**src/rtl/ppu_pkg.sv**
```systemverilog
// Shared types, timing constants and address decode for the PPU table-write scheduler.
package ppu_pkg;

    localparam int HTOTAL  = 1600;
    localparam int HACTIVE = 1280;
    localparam int VACTIVE = 480;
    localparam int VTOTAL  = 525;

    typedef enum logic [1:0] {TGT_ATTR, TGT_COLOR, TGT_SPRITE} ppu_tgt_t;

    typedef enum logic {ST_IDLE, ST_DRAIN} ppu_state_t;

    typedef struct packed {
        logic [15:0] addr;
        logic [31:0] data;
    } ppu_entry_t;

    function automatic ppu_tgt_t ppu_target(input logic [15:0] address);
        case (address[9:8])
            2'b00:   ppu_target = TGT_ATTR;
            2'b01:   ppu_target = TGT_COLOR;
            default: ppu_target = TGT_SPRITE;
        endcase
    endfunction

    // One-hot table strobe: [0] attr, [1] colour, [2] sprite.
    function automatic logic [2:0] ppu_decode(input logic [15:0] address);
        case (ppu_target(address))
            TGT_ATTR:  ppu_decode = 3'b001;
            TGT_COLOR: ppu_decode = 3'b010;
            default:   ppu_decode = 3'b100;
        endcase
    endfunction

endpackage

```
**src/rtl/sync_fifo.sv**
```systemverilog
// Single-clock FIFO with registered read data; a full FIFO refuses pushes even when popping.
module sync_fifo #(
    parameter int WIDTH = 48,
    parameter int DEPTH = 16
) (
    input  logic                   clk,
    input  logic                   reset,
    input  logic                   push,
    input  logic [WIDTH-1:0]       din,
    input  logic                   pop,
    output logic [WIDTH-1:0]       dout,
    output logic                   full,
    output logic                   empty,
    output logic [$clog2(DEPTH):0] count
);

    localparam int AW = $clog2(DEPTH);

    logic [WIDTH-1:0] mem [DEPTH];
    logic [AW-1:0]    wr_ptr;
    logic [AW-1:0]    rd_ptr;
    logic             push_ok;
    logic             pop_ok;

    assign full    = (count == (AW+1)'(DEPTH));
    assign empty   = (count == '0);
    assign push_ok = push && !full;
    assign pop_ok  = pop && !empty;

    always_ff @(posedge clk) begin
        if (push_ok) begin
            mem[wr_ptr] <= din;
        end
    end

    // Pointers wrap naturally because DEPTH is a power of two.
    always_ff @(posedge clk) begin
        if (reset) begin
            wr_ptr <= '0;
            rd_ptr <= '0;
            count  <= '0;
            dout   <= '0;
        end else begin
            if (push_ok) begin
                wr_ptr <= wr_ptr + 1'b1;
            end
            if (pop_ok) begin
                rd_ptr <= rd_ptr + 1'b1;
                dout   <= mem[rd_ptr];
            end
            case ({push_ok, pop_ok})
                2'b10:   count <= count + 1'b1;
                2'b01:   count <= count - 1'b1;
                default: count <= count;
            endcase
        end
    end

endmodule

```
**src/rtl/ppu_write_scheduler.sv**
```systemverilog
// Queues host table writes and commits one per cycle to the PPU tables.
// Define PPU_VBLANK_COMMIT_EN to restrict commits to the vertical blank window.
module ppu_write_scheduler #(
    parameter int FIFO_DEPTH = 16,
    parameter int VACTIVE    = 480,
    parameter int VTOTAL     = 525
) (
    input  logic                          clk,
    input  logic                          reset,
    input  logic                          chipselect,
    input  logic                          write,
    input  logic [15:0]                   address,
    input  logic [31:0]                   writedata,
    output logic                          waitrequest,
    input  logic [10:0]                   hcount,
    input  logic [9:0]                    vcount,
    output logic [2:0]                    mem_write,
    output logic [15:0]                   w_addr,
    output logic [31:0]                   w_data,
    output logic [$clog2(FIFO_DEPTH):0]   pending,
    output logic                          frame_commit
);

    import ppu_pkg::*;

    ppu_state_t state;
    ppu_state_t state_next;
    ppu_entry_t push_entry;
    ppu_entry_t head;
    logic       fifo_full;
    logic       fifo_empty;
    logic       pop;
    logic       pop_q;
    logic       open_evt;
    logic       close_evt;

    assign push_entry = '{addr: address, data: writedata};

    sync_fifo #(
        .WIDTH ($bits(ppu_entry_t)),
        .DEPTH (FIFO_DEPTH)
    ) u_fifo (
        .clk   (clk),
        .reset (reset),
        .push  (chipselect && write),
        .din   (push_entry),
        .pop   (pop),
        .dout  (head),
        .full  (fifo_full),
        .empty (fifo_empty),
        .count (pending)
    );

    assign waitrequest = fifo_full;

`ifdef PPU_VBLANK_COMMIT_EN
    assign open_evt  = (vcount == 10'(VACTIVE))  && (hcount == 11'd0);
    assign close_evt = (vcount == 10'(VTOTAL-1)) && (hcount == 11'(HTOTAL-1));
`else
    logic [10:0] unused_win;
    assign unused_win = hcount ^ {1'b0, vcount} ^ 11'(VACTIVE) ^ 11'(VTOTAL);
    // Window permanently open: any queued entry starts a drain immediately.
    assign open_evt  = !fifo_empty;
    assign close_evt = 1'b0;
`endif

    always_ff @(posedge clk) begin
        if (reset) begin
            state <= ST_IDLE;
        end else begin
            state <= state_next;
        end
    end

    always_comb begin
        state_next = state;
        case (state)
            ST_IDLE:  if (open_evt) state_next = ST_DRAIN;
            ST_DRAIN: if (close_evt || fifo_empty) state_next = ST_IDLE;
            default:  state_next = ST_IDLE;
        endcase
    end

    // The opening cycle already pops, so the first commit is not delayed by the state change.
    always_comb begin
        pop = 1'b0;
        case (state)
            ST_IDLE:  pop = !fifo_empty && open_evt;
            ST_DRAIN: pop = !fifo_empty && !close_evt;
            default:  pop = 1'b0;
        endcase
    end

    always_ff @(posedge clk) begin
        if (reset) begin
            pop_q <= 1'b0;
        end else begin
            pop_q <= pop;
        end
    end

    // Registered FIFO read data holds the last entry, so address/data persist when idle.
    assign mem_write = pop_q ? ppu_decode(head.addr) : 3'b000;
    assign w_addr    = head.addr;
    assign w_data    = head.data;

`ifdef PPU_VBLANK_COMMIT_EN
    logic frame_commit_q;
    always_ff @(posedge clk) begin
        if (reset) begin
            frame_commit_q <= 1'b0;
        end else begin
            frame_commit_q <= (state == ST_DRAIN) && fifo_empty;
        end
    end
    assign frame_commit = frame_commit_q;
`else
    assign frame_commit = 1'b0;
`endif

endmodule
```
**config.mk**
```make
export PLATFORM = sky130hd
export DESIGN_NAME = ppu_write_scheduler
export DESIGN_NICKNAME = d
export VERILOG_FILES = /design/src/rtl/ppu_pkg.sv /design/src/rtl/sync_fifo.sv /design/src/rtl/ppu_write_scheduler.sv
export SDC_FILE = /design/constraint.sdc
export NUM_CORES = 1
export LEC_CHECK = 0
export CORE_AREA = 2 2 232 462
export CTS_CLUSTER_SIZE = 30
export DETAILED_ROUTE_END_ITERATION = 6
export DIE_AREA = 0 0 234 464
export GPL_TIMING_DRIVEN = 0
export PLACE_DENSITY = 0.54
export SYNTH_ARGS = -nofsm -noshare
export SYNTH_HDL_FRONTEND = slang
export SYNTH_SLANG_ARGS = --single-unit
export TNS_END_PERCENT = 30
```
**constraint.sdc**
```tcl
create_clock -name clk -period 7.1 [get_ports clk]
set_input_delay 0.71 -clock clk [delete_from_list [all_inputs] [get_ports clk]]
set_output_delay 0.71 -clock clk [all_outputs]
set_load 0.01 [all_outputs]
```
==> results of run 1 <==
==> cell families after synthesis <==
group | count (synthesis) | synth area share
AO/OA/AOI/OAI | 67 | 0.01947
AND/OR/NAND/NOR | 101 | 0.01407
multiplexers | 292 | 0.1721
other | 1 | 0.0001198
XOR/XNOR | 9 | 0.002518
adder cells (fa/ha/maj) | 7 | 0.002798
flip-flops | 830 | 0.7765
buffers and inverters | 84 | 0.01243
==> critical path, stage by stage (launching register included) <==
cell	delay [ns]
dfxtp_1	0.33
clkbuf_1	0.27
nor4_1	0.17
a21oi_1	0.46
nand2_1	0.34
nor3_2	0.80
buf_6	0.27
buf_4	0.23
buf_6	0.20
==> metal layers <==
| metal | share of wire | up-vias |
|---|---|---|
| met5 | 0.00050 | - |
| met4 | 0.021 | 6 |
| met1 | 0.38 | 7924 |
| met2 | 0.55 | 333 |
| li1 | - | 6308 |
| met3 | 0.047 | 113 |
==> state kept, by name, indices dropped and copies added, names as in the netlist <==
| name | cells |
|---|---|
| pop_q | 1 |
| u_fifo.count | 5 |
| u_fifo.dout | 48 |
| u_fifo.mem | 768 |
| u_fifo.rd_ptr | 4 |
| u_fifo.wr_ptr | 4 |
==> through the flow <==
step | hold slack, ns | worst slack (ns) | TNS (ns)
floorplan | 0.5202 | 2.028 | 0
global placement | 0.4746 | -3.315 | -648.13
detailed placement | 0.4741 | 3.115 | 0
CTS | 0.3706 | 3.686 | 0
global route | 0.4103 | 3.528 | 0
finish | 0.4274 | 3.726 | 0
==> area by class of cell <==
cell class	instances	area, sq um
Antenna cell	2	5.005
Multi-Input combinational cell	477	6716
Tap cell	1360	1702
Inverter	4	15.01
Clock buffer	98	2013
Fill cell	9503	67440
Sequential cell	830	24300
Clock inverter	35	362.8
Timing Repair Buffer	157	1959
Buffer	80	374.1
==> report_power, final <==
part	switching (mW)	leakage, nW	internal [mW]
logic	1.39	2.89	1.40
registers	0.151	7.43	5.54
clock network	1.78	1.15	2.23
total	3.32	11.5	9.17
==> cell usage after synthesis, types with 5 or more instances <==
cell type / count / area share
a21oi_1: 5 / 0.00080
a221o_1: 48 / 0.015
buf_1: 7 / 0.00084
buf_2: 26 / 0.0042
buf_6: 5 / 0.0018
clkbuf_1: 41 / 0.0049
dfxtp_1: 62 / 0.040
edfxtp_1: 768 / 0.74
ha_1: 7 / 0.0028
mux2_2: 49 / 0.018
mux2i_1: 51 / 0.016
mux4_2: 192 / 0.14
nand2_1: 7 / 0.00084
nor2_1: 74 / 0.0089
nor3_1: 5 / 0.00080
xor2_1: 5 / 0.0014
==> how the worst min path moves through the flow <==
stage / start / endpoint / slack (ns) / cells past startpoint
2_1_floorplan: u_fifo.rd_ptr[3] / u_fifo.rd_ptr[3] / 0.52 / 2
3_3_place_gp: u_fifo.dout[5] / u_fifo.dout[5] / 0.47 / 1
3_5_place_dp: u_fifo.dout[19] / u_fifo.dout[19] / 0.47 / 1
4_1_cts: reset / u_fifo.rd_ptr[1] / 0.37 / 2
5_1_grt: reset / u_fifo.rd_ptr[1] / 0.41 / 2
6_report: reset / u_fifo.rd_ptr[1] / 0.43 / 2
==> results.py, run 1 <==
metrics = {
    "run_status": {
        "status": "complete, but fails checks",
        "violations": "DRC",
    },
    "clock_network": {
        "tritoncts": "done",
        "post-cts-setup-buffers": 0,
        "cts_hold_buffers": 0,
        "cts.htree.levels": 3,
        "cts_buffer_depth": 3,
        "cts.sinks": 830,
        "cts_buffers": 73,
        "cts_root_buf": "clkbuf_16",
        "cts_resized": 0,
        "clkTransAtPathRegs_ns": 0.07,
        "clk_latency_ns": 0.63,
    },
    "timing": {
        "rsz0062_at_grt": "no",
        "fin_crit_ns": 3.374,
        "slew_headroom": 0.1534,
        "hold_viol_final": 0,
        "setup_viol": 0,
        "worst_pin_slew_ns": 1.270,
        "max_freq_mhz": 296.4,
        "slew_viol_final": 0,
        "finalCritPeriodShare": 0.4752,
        "final.setup_skew_ns": 0.02024,
    },
    "synth": {
        "ys_seq_area_frac": 0.7765,
        "syn_inst": 1391,
        "synth_ff_type": "edfxtp_1",
        "yosysWarningCount": 0,
        "synth_edf_count": 768,
        "ys_ff_latch": 830,
        "synth_area_sq_mm": 0.03130,
        "avgSynthCellArea_sq_um": 22.50,
        "ys_types": 42,
        "postSynthNetCount": 1471,
        "async_flop_share": 0,
    },
    "place": {
        "place_area_sq_mm": 0.03507,
        "dpl.hpwl_microns": 51800,
        "gp_congestion": 0.7142,
        "place_inst": 2908,
        "port_buffers": 107,
    },
    "setup_path": {
        "endpoint": "u_fifo.mem[1][11]",
        "cp.required_ns": 7.43,
        "r2r_start": "u_fifo.count[2]",
        "cp.arrival_ns": 3.70,
        "timing.rr.end": "u_fifo.mem[1][11]",
        "cp-start-kind": "register",
        "crit_type": "register to register",
        "crit_start": "u_fifo.count[2]",
        "ff2ff_path_depth": 8,
        "cp-end-kind": "register",
        "path_max_fanout": 10,
        "reg2reg_slack_ns": 3.73,
    },
    "final_layout": {
        "final_common_cell": "edfxtp_1",
        "final_area_sq_mm": 0.03745,
        "final_cells": 3043,
        "finalNetCount": 1703,
        "drive_above_1_share": 0.2689,
        "area_growth_pct": 19.66,
        "fin_util": 0.3570,
        "mostFrequentLayoutCells": "edfxtp_1, mux4_2, clkdlybuf4s50_1",
    },
    "floorplan": {
        "ios": 131,
        "dieArea_sq_mm": 0.1086,
        "row_count": 168,
        "die_w_microns": 234,
        "die_h_microns": 464,
        "core-area_sq_mm": 0.1049,
        "start_util": 0.2984,
    },
    "detailed_routing": {
        "drtIter0Drc": 1123,
        "wl_per_cell_microns": 25.66,
        "route.detailed.drc": 4,
        "routed-via-count": 14684,
        "wl_microns": 78090,
        "ant_nets": 0,
        "via_per_inst": 4.826,
        "drtPass1Iterations": 7,
    },
    "global_route": {
        "gr-usage-met1": 0.1678,
        "grtUsageMet2": 0.2704,
        "grt_max_degree": 24,
        "antenna_found_initial": 5,
        "first_global_vias": 16110,
        "grt_util_met3": 0.03005,
        "grt_pass1_wl_microns": 113900,
        "groute.usage.overall": 0.1462,
        "busiest_layer": "met2",
        "gr-total-overflow": 0,
    },
    "power": {
        "p_leak_nw": 11.46,
        "ir_worst_vdd_mv": 0.1746,
        "p_per_area_mw_per_mm2": 333.4,
        "total_power_mw": 12.49,
    },
    "flow_run": {
        "cap_violations": 0,
    },
    "hold_path": {
        "min_path_type": "input port to register",
    },
}
Power figures use the tool's default switching activity.
==> run 2: changes to the inputs <==
--- a/config.mk
+++ b/config.mk
@@ -10,7 +10,7 @@
 export DETAILED_ROUTE_END_ITERATION = 6
 export DIE_AREA = 0 0 234 464
 export GPL_TIMING_DRIVEN = 0
-export PLACE_DENSITY = 0.54
+export PLACE_DENSITY = 0.56
 export SYNTH_ARGS = -nofsm -noshare
 export SYNTH_HDL_FRONTEND = slang
 export SYNTH_SLANG_ARGS = --single-unit
==> constraint.sdc (replaced) <==
create_clock -name clk -period 2.9 [get_ports clk]
set_input_delay 0.29 -clock clk [delete_from_list [all_inputs] [get_ports clk]]
set_output_delay 0.29 -clock clk [all_outputs]
set_load 0.01 [all_outputs]
==> run 2 against run 1 <==
The flow now finishes without violations; sequential power is 150% higher; global-route usage shrank 0.11 points; sequential share of layout area hardly changed; combinational power grew 140%; critical path depth is 2 lower; register-to-register slack worse by 3.7 ns; clock skew up 0.0082 ns; critical path type unchanged.
==> results.py, run 2 (synthesized netlist as in run 1, its figures left out) <==
metrics = {
    "run_status": {
        "status": "finished, final reports clean",
    },
    "setup_path": {
        "crit_chain": "clkbuf_1 -> clkbuf_1 -> clkdlybuf4s15_2 -> mux4_2 -> mux2_2 -> a221o_1",
        "path_common_cell": "clkbuf_1",
        "cp.arrival_ns": 3.34,
        "cp_num_buf_inv": 3,
        "cp_slowest_cell": "clkbuf_1",
        "ff2ff_path_depth": 6,
        "timing.rr.end": "u_fifo.dout[39]",
        "cp.required_ns": 3.41,
        "path_max_fanout": 10,
        "cp-end-kind": "register",
        "cp_top_family": "buffers and inverters",
        "reg2reg_slack_ns": 0.06,
        "r2r_start": "u_fifo.rd_ptr[2]",
        "crit_type": "register to register",
        "cp_slowest_stage_delay_ns": 0.64,
        "cp-start-kind": "register",
    },
    "detailed_routing": {
        "wl_per_cell_microns": 25.76,
        "ant_nets": 0,
        "routed-via-count": 14727,
        "via_per_inst": 4.862,
        "wl_microns": 78030,
        "route.detailed.drc": 0,
        "drtPass1Iterations": 5,
        "drtIter0Drc": 1290,
    },
    "place": {
        "gp_congestion": 0.7324,
        "place_area_sq_mm": 0.03504,
        "port_buffers": 107,
        "place_inst": 2898,
        "dpl.hpwl_microns": 51520,
    },
    "power": {
        "p_leak_nw": 11.47,
        "p_clk_frac": 0.321,
        "total_power_mw": 30.57,
        "intPower_mw": 22.51,
        "power_frac_comb": 0.222,
        "p_per_area_mw_per_mm2": 816.4,
        "ir_worst_vdd_mv": 0.4669,
        "power.switching_mw": 8.062,
        "power_frac_seq": 0.457,
        "sw_frac_of_total": 0.2637,
    },
    "clock_network": {
        "clkTransAtPathRegs_ns": 0.07,
        "cts.sinks": 830,
        "cts_buffers": 70,
        "cts.htree.levels": 3,
        "cts_buffer_depth": 3,
        "tritoncts": "done",
        "clk_latency_ns": 0.64,
        "cts_root_buf": "clkbuf_16",
    },
    "hold_path": {
        "holdCritStartpoint": "u_fifo.dout[20]",
        "min_to": "u_fifo.dout[20]",
        "hold_depth": 1,
        "min_path_type": "register to register",
    },
    "final_layout": {
        "fill_cells": 9492,
        "drive_above_1_share": 0.2758,
        "area_growth_pct": 19.66,
        "multi_input_area_sq_mm": 0.006748,
        "finalNetCount": 1692,
        "largest-register": "u_fifo.mem",
        "final_area_sq_mm": 0.03745,
        "reg.largest.list": "u_fifo.mem (768), u_fifo.dout (48), u_fifo.count (5)",
        "final_common_cell": "edfxtp_1",
        "mostFrequentLayoutCells": "edfxtp_1, mux4_2, clkdlybuf4s50_1",
        "final_cells": 3029,
        "largest_register_ffs": 768,
        "seq_area_sq_mm": 0.02430,
    },
    "flow_run": {
        "cap_violations": 0,
    },
    "timing": {
        "final.setup_skew_ns": 0.02847,
        "slew_headroom": 0.3345,
        "setup_viol": 0,
        "hold_viol_final": 0,
        "max_freq_mhz": 352.6,
        "slew_viol_final": 0,
        "finalCritPeriodShare": 0.9779,
        "fin_crit_ns": 2.836,
        "worst_pin_slew_ns": 0.9983,
        "rsz0062_at_grt": "yes",
    },
    "floorplan": {
        "ios": 131,
        "dieArea_sq_mm": 0.1086,
        "die_h_microns": 464,
        "core-area_sq_mm": 0.1049,
        "row_count": 168,
        "start_util": 0.2984,
        "die_w_microns": 234,
    },
    "global_route": {
        "antenna_found_initial": 8,
        "grt_pass1_wl_microns": 112800,
        "groute.usage.overall": 0.1451,
        "grt_max_degree": 23,
        "first_global_vias": 16192,
        "gr-total-overflow": 0,
    },
}
[run 2: cell count changes in the layout (fill, tap and decap cells not counted), moves of 4 or more]
cell	change
buf_12	+9
buf_6	-18
nor3_2	-4
buf_8	+4
clkbuf_1	-22
nor3_4	+4
clkbuf_2	+17
[run 2: repair_timing]
| item | CTS | global route |
|---|---|---|
| hold buffers | 1 | 0 |
| gates resized for setup | 10 | 24 |
| setup buffers | 1 | 0 |
| endpoints found under the setup margin | 175 | 66 |
| endpoints found under the hold margin | 2 | 0 |
| pin swaps | 1 | 0 |
[run 2: worst max path at each step]
stage               depth (start not counted)  slack, ns                 to              from
global placement                            5      -4.06  u_fifo.mem[7][19]        chipselect
floorplan                                   5      -0.71   u_fifo.mem[7][0]   u_fifo.count[2]
global route                                7      -0.05    u_fifo.dout[37]  u_fifo.rd_ptr[2]
finish                                      6       0.06    u_fifo.dout[39]  u_fifo.rd_ptr[2]
detailed placement                          6      -0.20  u_fifo.mem[7][19]        chipselect
CTS                                         7       0.01    u_fifo.dout[27]  u_fifo.rd_ptr[2]
[run 2: layout make-up]
type,instances,share of cell area
multi-input combinational,477,0.1802
clock inverter,39,0.01203
buffer,80,0.01092
timing repair buffer,149,0.05118
antenna,1,0.00006682
clock buffer,89,0.05088
sequential,830,0.6489
tap,1360,0.04543
inverter,4,0.0004009
[run 2: through the flow]
stage | TNS (ns) | hold WS, ns | setup slack (ns) | utilization
2_1_floorplan | -128.97 | 0.3889 | -0.7114 | -
3_3_place_gp | -1720.99 | 0.4748 | -4.063 | 0.3255
3_5_place_dp | -17.37 | 0.4703 | -0.1973 | 0.3340
4_1_cts | 0 | 0.4684 | 0.01090 | 0.3568
5_1_grt | -0.2434 | 0.5120 | -0.04988 | 0.3570
6_report | 0 | 0.4889 | 0.06417 | 0.3571
[run 2: power by group through the flow]
stage | Sequential, mW | Clock, mW | Combinational [mW]
floorplan | 14.2 | 0 | 4.17
global placement | 14.2 | 0 | 6.82
detailed placement | 14.2 | 0 | 6.96
CTS | 14.0 | 10.0 | 6.99
global route | 14.0 | 10.4 | 7.31
finish | 14.0 | 9.82 | 6.80
[run 2: metal layers]
| layer | track usage | routed length [microns] | vias up |
|---|---|---|---|
| met3 | 0.03116 | 4021 | 97 |
| met5 | 0 | 78 | - |
| li1 | - | - | 6281 |
| met4 | 0.04114 | 1415 | 12 |
| met1 | 0.1618 | 28840 | 7995 |
| met2 | 0.2724 | 43670 | 342 |
[run 2: worst register-to-register path: cells and delay by family (launching register included)]
family / cells / cell delay (ns)
buf+inv: 3 / 1.41
mux: 2 / 0.70
flops: 1 / 0.31
compound gates: 1 / 0.29
==> run 3: changes to the inputs <==
--- a/config.mk
+++ b/config.mk
@@ -5,12 +5,12 @@
 export SDC_FILE = /design/constraint.sdc
 export NUM_CORES = 1
 export LEC_CHECK = 0
-export CORE_AREA = 2 2 232 462
+export CORE_AREA = 2 2 218 435
 export CTS_CLUSTER_SIZE = 30
 export DETAILED_ROUTE_END_ITERATION = 6
-export DIE_AREA = 0 0 234 464
+export DIE_AREA = 0 0 220 437
 export GPL_TIMING_DRIVEN = 0
-export PLACE_DENSITY = 0.56
+export PLACE_DENSITY = 0.6
 export SYNTH_ARGS = -nofsm -noshare
 export SYNTH_HDL_FRONTEND = slang
 export SYNTH_SLANG_ARGS = --single-unit
==> run 3 against run 2 <==
Design area is essentially flat; non-clock buffer count grew 1; sequential power is essentially flat; combinational power shrank 1%; final cell count shrank 5.1%; global-route usage grew 1.3 points; critical path type unchanged.
==> results.py, run 3 (synthesized netlist as in run 1, its figures left out) <==
metrics = {
    "clock_network": {
        "cts_root_buf": "clkbuf_16",
        "cts.htree.levels": 3,
        "cts_buffers": 73,
        "clkTransAtPathRegs_ns": 0.06,
        "cts.sinks": 830,
        "tritoncts": "done",
        "clk_latency_ns": 0.63,
        "cts_buffer_depth": 3,
    },
    "detailed_routing": {
        "wl_microns": 74980,
        "ant_nets": 0,
        "routed-via-count": 14674,
        "drtPass1Iterations": 7,
        "route.detailed.drc": 0,
        "drtIter0Drc": 1145,
        "via_per_inst": 5.104,
        "wl_per_cell_microns": 26.08,
    },
    "global_route": {
        "grt_pass1_wl_microns": 109000,
        "gr-total-overflow": 0,
        "groute.usage.overall": 0.1586,
        "antenna_found_initial": 2,
        "first_global_vias": 16025,
        "grt_max_degree": 24,
    },
    "setup_path": {
        "cp_slowest_stage_delay_ns": 0.63,
        "crit_type": "register to register",
        "cp.required_ns": 3.41,
        "path_max_fanout": 10,
        "cp.arrival_ns": 3.34,
        "cp-end-kind": "register",
        "path_common_cell": "clkbuf_1",
        "cp_slowest_cell": "clkbuf_1",
        "cp-start-kind": "register",
        "crit_chain": "clkbuf_1 -> clkbuf_1 -> clkbuf_1 -> mux4_2 -> mux2i_1 -> nor2_1 -> a221o_1",
    },
    "floorplan": {
        "row_count": 158,
        "die_w_microns": 220,
        "start_util": 0.3383,
        "ios": 131,
        "die_h_microns": 437,
        "core-area_sq_mm": 0.09252,
        "dieArea_sq_mm": 0.09614,
    },
    "final_layout": {
        "largest_register_ffs": 768,
        "area_growth_pct": 19.63,
        "reg.largest.list": "u_fifo.mem (768), u_fifo.dout (48), u_fifo.count (5)",
        "finalNetCount": 1696,
        "largest-register": "u_fifo.mem",
        "mostFrequentLayoutCells": "edfxtp_1, mux4_2, clkdlybuf4s50_1",
        "final_common_cell": "edfxtp_1",
        "fin_util": 0.4047,
        "drive_above_1_share": 0.2791,
    },
    "place": {
        "dpl.hpwl_microns": 50870,
        "port_buffers": 107,
        "dp_slack_ns": -0.2561,
        "gp_congestion": 0.7080,
    },
    "hold_path": {
        "min_path_type": "register to register",
    },
    "timing": {
        "final.setup_skew_ns": 0.01683,
        "slew_headroom": 0.3355,
        "rsz0062_at_grt": "yes",
        "fin_crit_ns": 2.832,
        "hold_viol_final": 0,
        "setup_ws_ns": 0.06771,
        "setup_tns_ns": 0,
        "slew_viol_final": 0,
        "worst_pin_slew_ns": 0.9967,
        "max_freq_mhz": 353.1,
        "setup_viol": 0,
        "finalCritPeriodShare": 0.9767,
    },
    "power": {
        "power_frac_comb": 0.217,
        "ir_worst_vdd_mv": 0.4409,
        "intPower_mw": 22.97,
        "sw_frac_of_total": 0.2559,
        "p_clk_frac": 0.330,
        "p_per_area_mw_per_mm2": 824.3,
        "power.switching_mw": 7.897,
        "p_leak_nw": 11.56,
        "power_frac_seq": 0.452,
    },
    "flow_run": {
        "cap_violations": 0,
    },
    "run_status": {
        "status": "finished, final reports clean",
    },
}
[run 3: path summary, 6_finish.rpt]
| kind | slack, ns | to | depth (start not counted) | from |
|---|---|---|---|---|
| setup reg to reg | 0.07 | u_fifo.dout[23] | 7 | u_fifo.rd_ptr[2] |
| hold / removal | 0.49 | u_fifo.dout[16] | 1 | u_fifo.dout[16] |
| setup / recovery | 0.07 | u_fifo.dout[23] | 7 | u_fifo.rd_ptr[2] |
| hold reg to reg | 0.49 | u_fifo.dout[16] | 1 | u_fifo.dout[16] |
[run 3: layout make-up]
type                    count  area [sq um]
diodes                      2         5.005
plain buffers              80         420.4
clock buffers             100          2092
clock inverters            32         419.2
fillers                  8133         55080
inverters                   4         15.01
multi-input cells         477          6755
flip-flops and latches    830         24300
well taps                1200          1501
repair buffers            150          1931
[run 3: stage by stage]
stage	hold slack [ns]	cell area (sq um)	cells	power (mW)
5_1_grt	0.5140	37440	2875	32.07
3_5_place_dp	0.4722	34850	2738	21.05
3_3_place_gp	0.4732	33940	2698	20.91
4_1_cts	0.4852	37420	2872	31.27
6_report	0.4899	37440	2875	30.87
2_1_floorplan	0.3889	31370	1391	18.40
[run 3: power by group through the flow]
stage | Combinational, mW | Clock [mW] | Sequential, mW
after detailed placement | 6.83 | 0 | 14.2
after global routing | 7.25 | 10.8 | 14.0
after global placement | 6.68 | 0 | 14.2
after floorplan | 4.17 | 0 | 14.2
after CTS | 6.88 | 10.4 | 14.0
final | 6.70 | 10.2 | 14.0
[run 3: critical path, delay by kind of cell (launching register included)]
kind	cells	cell delay, ns
DFF	1	0.33
muxes	2	0.57
AOI/OAI and AO/OA	1	0.27
buffers and inverters	3	1.45
and+or+nand+nor	1	0.10
[run 3: routing by layer]
metal | up-vias | wire [microns] | track usage
li1 | 6295 | - | -
met2 | 433 | 41280 | 0.2930
met3 | 125 | 3914 | 0.02777
met4 | 0 | 2590 | 0.06408
met1 | 7821 | 27200 | 0.1776
met5 | - | 0 | 0
[run 3: repair_timing]
item | in CTS | in global routing
setup buffers | 1 | 1
resized for setup | 29 | 1
pin swaps | 1 | 1
hold endpoints to repair | 2 | 0
setup endpoints to repair | 176 | 155
hold buffers | 1 | 0
